===== src/rtl/lsu_mem_master.sv =====
// Single-outstanding load/store unit driving a word-wide memory with one-cycle read latency.
// Optional LSU_MISALIGN_CHECK_EN: flag misaligned half/word accesses instead of silently aligning them.
module lsu_mem_master (
  input  logic        clk_i,
  input  logic        reset_i,
  input  logic        req_valid_i,
  output logic        req_ready_o,
  input  logic        req_we_i,
  input  logic [1:0]  req_size_i,
  input  logic        req_signed_i,
  input  logic [31:0] req_addr_i,
  input  logic [31:0] req_wdata_i,
  output logic        resp_valid_o,
  output logic [31:0] resp_rdata_o,
  output logic        resp_err_o,
  output logic [31:0] mem_rd_addr_o,
  input  logic [31:0] mem_rd_data_i,
  output logic [31:0] mem_wr_addr_o,
  output logic [31:0] mem_wr_data_o,
  output logic        mem_wr_enable_o
);

  typedef enum logic [2:0] {S_IDLE, S_RD, S_DATA, S_WR, S_RESP} state_t;

  state_t      r_state;
  logic        r_we;
  logic [1:0]  r_size;
  logic        r_signed;
  logic [31:0] r_addr;
  logic [1:0]  r_off;
  logic [31:0] r_wdata;
  logic        r_resp_valid;
  logic [31:0] r_resp_rdata;
  logic [31:0] r_mem_rd_addr;

  logic        w_is_word;
  logic        w_is_half;
  logic [1:0]  w_off;
  logic        w_misalign;
  logic [7:0]  w_byte;
  logic [15:0] w_half;
  logic [31:0] w_load;
  logic [31:0] w_merge;

  assign w_is_word = req_size_i[1];
  assign w_is_half = (req_size_i == 2'b01);

  // Lane offset is forced down to the access size's natural alignment.
  always_comb begin
    w_off = req_addr_i[1:0];
    if (w_is_word)
      w_off = 2'b00;
    else if (w_is_half)
      w_off = {req_addr_i[1], 1'b0};
  end

`ifdef LSU_MISALIGN_CHECK_EN
  logic r_resp_err;
  assign w_misalign = (w_is_half && req_addr_i[0]) ||
                      (w_is_word && (req_addr_i[1:0] != 2'b00));
  assign resp_err_o = r_resp_err;
`else
  assign w_misalign = 1'b0;
  assign resp_err_o = 1'b0;
`endif

  always_comb begin
    unique case (r_off)
      2'd0: w_byte = mem_rd_data_i[7:0];
      2'd1: w_byte = mem_rd_data_i[15:8];
      2'd2: w_byte = mem_rd_data_i[23:16];
      2'd3: w_byte = mem_rd_data_i[31:24];
    endcase
    w_half = r_off[1] ? mem_rd_data_i[31:16] : mem_rd_data_i[15:0];
    if (r_size[1])
      w_load = mem_rd_data_i;
    else if (r_size[0])
      w_load = {{16{r_signed & w_half[15]}}, w_half};
    else
      w_load = {{24{r_signed & w_byte[7]}}, w_byte};
  end

  // Read-modify-write: only the addressed lane takes store data.
  always_comb begin
    w_merge = mem_rd_data_i;
    if (r_size[1]) begin
      w_merge = r_wdata;
    end else if (r_size[0]) begin
      if (r_off[1])
        w_merge[31:16] = r_wdata[15:0];
      else
        w_merge[15:0] = r_wdata[15:0];
    end else begin
      unique case (r_off)
        2'd0: w_merge[7:0]   = r_wdata[7:0];
        2'd1: w_merge[15:8]  = r_wdata[7:0];
        2'd2: w_merge[23:16] = r_wdata[7:0];
        2'd3: w_merge[31:24] = r_wdata[7:0];
      endcase
    end
  end

  always_ff @(posedge clk_i or posedge reset_i) begin
    if (reset_i) begin
      r_state       <= S_IDLE;
      r_we          <= 1'b0;
      r_size        <= 2'b00;
      r_signed      <= 1'b0;
      r_addr        <= 32'h0;
      r_off         <= 2'b00;
      r_wdata       <= 32'h0;
      r_resp_valid  <= 1'b0;
      r_resp_rdata  <= 32'h0;
      r_mem_rd_addr <= 32'h0;
`ifdef LSU_MISALIGN_CHECK_EN
      r_resp_err    <= 1'b0;
`endif
    end else begin
      r_resp_valid <= 1'b0;
      unique case (r_state)
        S_IDLE: begin
          if (req_valid_i) begin
            r_we     <= req_we_i;
            r_size   <= req_size_i;
            r_signed <= req_signed_i;
            r_addr   <= {req_addr_i[31:2], 2'b00};
            r_off    <= w_off;
            r_wdata  <= req_wdata_i;
            if (w_misalign) begin
              r_state      <= S_RESP;
              r_resp_valid <= 1'b1;
              r_resp_rdata <= 32'h0;
`ifdef LSU_MISALIGN_CHECK_EN
              r_resp_err   <= 1'b1;
`endif
            end else if (req_we_i && w_is_word) begin
              r_state <= S_WR;
            end else begin
              r_state       <= S_RD;
              r_mem_rd_addr <= {req_addr_i[31:2], 2'b00};
            end
          end
        end
        S_RD: r_state <= S_DATA;
        S_DATA: begin
          r_state      <= S_RESP;
          r_resp_valid <= 1'b1;
          r_resp_rdata <= r_we ? 32'h0 : w_load;
`ifdef LSU_MISALIGN_CHECK_EN
          r_resp_err   <= 1'b0;
`endif
        end
        S_WR: begin
          r_state      <= S_RESP;
          r_resp_valid <= 1'b1;
          r_resp_rdata <= 32'h0;
`ifdef LSU_MISALIGN_CHECK_EN
          r_resp_err   <= 1'b0;
`endif
        end
        S_RESP: r_state <= S_IDLE;
        default: r_state <= S_IDLE;
      endcase
    end
  end

  assign req_ready_o     = (r_state == S_IDLE);
  assign resp_valid_o    = r_resp_valid;
  assign resp_rdata_o    = r_resp_rdata;
  assign mem_rd_addr_o   = r_mem_rd_addr;
  assign mem_wr_addr_o   = r_addr;
  assign mem_wr_data_o   = (r_state == S_WR) ? r_wdata : w_merge;
  assign mem_wr_enable_o = (r_state == S_WR) || ((r_state == S_DATA) && r_we);

endmodule


===== config.mk =====
export PLATFORM = sky130hd
export DESIGN_NAME = lsu_mem_master
export DESIGN_NICKNAME = d
export VERILOG_FILES = /design/src/rtl/lsu_mem_master.sv
export SDC_FILE = /design/constraint.sdc
export NUM_CORES = 1
export LEC_CHECK = 0
export BUFFER_PORTS_ARGS = -buffer_cell sky130_fd_sc_hd__buf_2
export CAP_MARGIN = 10
export CORE_ASPECT_RATIO = 0.5
export CORE_MARGIN = 4
export CORE_UTILIZATION = 25
export DETAILED_ROUTE_END_ITERATION = 10
export MAX_ROUTING_LAYER = met4
export PLACE_DENSITY = 0.45
export SETUP_SLACK_MARGIN = 0.5
export SYNTH_ARGS = -nofsm -noshare
export SYNTH_HDL_FRONTEND = slang
export SYNTH_SLANG_ARGS = --single-unit
export TNS_END_PERCENT = 1

===== constraint.sdc =====
create_clock -name clk_i -period 4.5 [get_ports clk_i]
set_clock_uncertainty 0.05 [all_clocks]
set_input_delay 0.45 -clock clk_i [delete_from_list [all_inputs] [get_ports clk_i]]
set_output_delay 0.45 -clock clk_i [all_outputs]
set_load 0.1 [all_outputs]

==> results by group <==
Timing
  – Fin crit period: 3314 ps
  – Measured slew at the worst slew-check pin: 1138 ps
  – Peak Freq: 301.8 MHz
  – Unrepaired setup endpoints after global routing: false
  – Final setup TNS: 0 ps
  – # setup viols final: 0
  – Final count of pins violating max slew: 0
  – Hold Fails Final Rpt: 0
  – Final period util: 73.64%
  – Hold Slack: 184.5 ps
  – Slew HR: 23.88%

Floorplan
  – Die width: 234.6 um
  – Core Footprint: 25240 um^2
  – Row count: 41
  – Initial Util: 25.42%
  – Die area: 28450 um^2
  – DIE HEIGHT: 121.3 um
  – I/O pin cnt: 235

Global route
  – Tot GR Track Use: 16.06%
  – Overflow after GRT: 0
  – Vias in the first global route: 5332
  – Pin count of the biggest net entering global routing: 92
  – First-pass GRT wire length: 33040 um
  – Initial antenna violation count: 2

Finish
  – Layout cells sized above 1: 50.94%
  – Finished Core Util: 33.33%
  – Fill count: 2618
  – Final nets: 838
  – Finished Layout Cells: 1094
  – Area occupied by multi-input gates: 2779 um^2
  – Area delta synth->final: 31.10%
  – Register Area: 3353 um^2

Clock tree
  – Root buf cell: clkbuf_16
  – Post-cts sizing count: 0
  – # H-tree levels: 4
  – TritonCTS clock tree: done
  – Post-CTS Hold Buffers: 0
  – Worst-path clk slew: 60 ps
  – CTS max path bufs: 2
  – Setup bufs post-CTS: 0
  – Worst-skew pair later-pin latency: 430 ps
  – Clk sinks: 134
  – Num CTS Buffers: 17

Setup path
  – CP delay by family, top: compound AO/OA/AOI/OAI gates
  – Buf/Inv on CP: 2
  – CP endpoint kind: output pin
  – Reg2reg setup slack: 2250 ps
  – Worst EP arrival: 2810 ps
  – Startpoint types: flip-flop
  – Worst path cell trace: nand2b_1 > inv_2 > a21o_1 > a21oi_4 > mux2_2 > buf_2
  – CP Max Fanout: 33
  – CP Class: reg -> out
  – Critical Path RT: 4000 ps
  – Worst-path cell with the longest stage delay: a21o_1
  – Max incr delay on CP: 780 ps

Placement
  – Number of port buffers: 229
  – Final weighted congestion in routability-driven placement: 0.8476
  – # placed instances: 1060
  – Detailed placement HPWL: 16200 um

Routing
  – Routed WL: 22030 um
  – Avg WL per Cell: 20.14 um
  – Final ANT Viol Nets: 0
  – Number of remaining DRC errors: 0
  – DRT iter0 DRCs: 336
  – DR vias/cell: 4.609
  – DR pass1 iterations: 4
  – Vias after detailed routing: 5042

Yosys
  – Sequential fraction of the synthesis area: 52.26%
  – Synth Register Bits: 134
  – Post-synth EDFFs: 0
  – Post-synth top area share: 52.26%
  – Mapped Area: 6416 um^2
  – Main synth FF type: dfrtp_1
  – Synth top cells by count: dfrtp_1, mux2_2, nand2_1
  – Synth Warn #: 0
  – Synth top area cells: dfrtp_1, mux2_2, mux2_4, a22o_1, a22oi_1
  – Cell with the most instances after synthesis: dfrtp_1
  – Cells after synthesis: 519
  – Area leader, netlist: dfrtp_1
  – Synth Area per Inst: 12.36 um^2
  – Distinct cells, synth: 40
  – Asr flop ratio synth: 100.0%

Job
  – Max-Cap Viols: 0

Worst hold path
  – Hold crit path type: in -> async

Run status
  – Status: completed
==> layout by cell type, fill, tap and decap left out, drive strengths merged <==
master / Yosys / routed
conb: 1 / 5
and4: 1 / 1
nor2b: 4 / 4
clkinvlp: 0 / 6
diode: 0 / 2
o31a: 1 / 1
nand3: 1 / 1
a31oi: 1 / 1
nand3b: 1 / 1
a22o: 23 / 23
mux2: 104 / 104
a32o: 8 / 8
nor2: 12 / 12
buf: 32 / 237
o32ai: 6 / 6
a32oi: 1 / 1
o22ai: 7 / 7
nor3: 4 / 4
a21o: 1 / 1
dfrtp: 134 / 134
and3: 1 / 1
bufinv: 0 / 2
nand2: 46 / 46
and2: 1 / 1
a21oi: 17 / 17
mux2i: 11 / 11
nand2b: 5 / 5
a221o: 16 / 16
clkbuf: 12 / 18
o21ai: 33 / 33
a22oi: 23 / 23
clkinv: 0 / 4
inv: 11 / 13
o32a: 1 / 1
==> per-layer routing <==
| metal | vias to the layer above | track usage (%) | share of wire, % |
|---|---|---|---|
| li1 | 2352 | - | - |
| met1 | 2563 | 19.71 | 43 |
| met2 | 106 | 26.58 | 52 |
| met3 | 21 | 3.541 | 3.2 |
| met4 | 0 | 5.158 | 1.7 |
| met5 | - | - | 0 |
==> worst paths after layout <==
path                                           to  cells after the start            from
worst max-delay path             mem_wr_data_o[0]                      6      r_state[2]
worst min-delay path             mem_wr_addr_o[4]                      2         reset_i
worst max register to register        r_wdata[20]                      4      r_state[0]
worst min register to register         r_state[1]                      1      r_state[2]
max in group asynchronous       mem_rd_addr_o[26]                      3         reset_i
min in group clk_i                     r_wdata[7]                      2  req_wdata_i[7]
==> registers in the layout (all words and copies together), names as in the netlist <==
signal and count:
r_size 2, mem_rd_addr_o 30, r_off 2, r_wdata 32, r_signed 1, r_state 3, mem_wr_addr_o 30, resp_valid_o 1
resp_rdata_o 32, r_we 1
==> per-stage QoR <==
stage,cell area (um^2),setup slack [ps]
after CTS,8407,1128
after floorplan,6435,691.8
after global placement,7826,1650
final,8412,1186
after detailed placement,7826,1604
after global routing,8412,997.4
==> area by class of cell <==
class | instances | share of cell area (%)
clock buffers | 18 | 5.102
well taps | 344 | 5.117
clock inverters | 14 | 1.800
multi-input cells | 334 | 33.04
inverters | 11 | 0.5355
flip-flops and latches | 134 | 39.86
diodes | 2 | 0.05950
repair buffers | 237 | 14.49
==> logic make-up after synthesis <==
logic type | Yosys count | synth area share [%]
muxes | 115 | 21.72
and+or+nand+nor | 76 | 5.265
buffers and inverters | 55 | 4.700
DFF | 134 | 52.26
other | 1 | 0.05845
AOI/OAI and AO/OA | 138 | 15.99
Power is not shown: default switching activity piles up to over one toggle a cycle in this logic, so the estimate is an artifact.
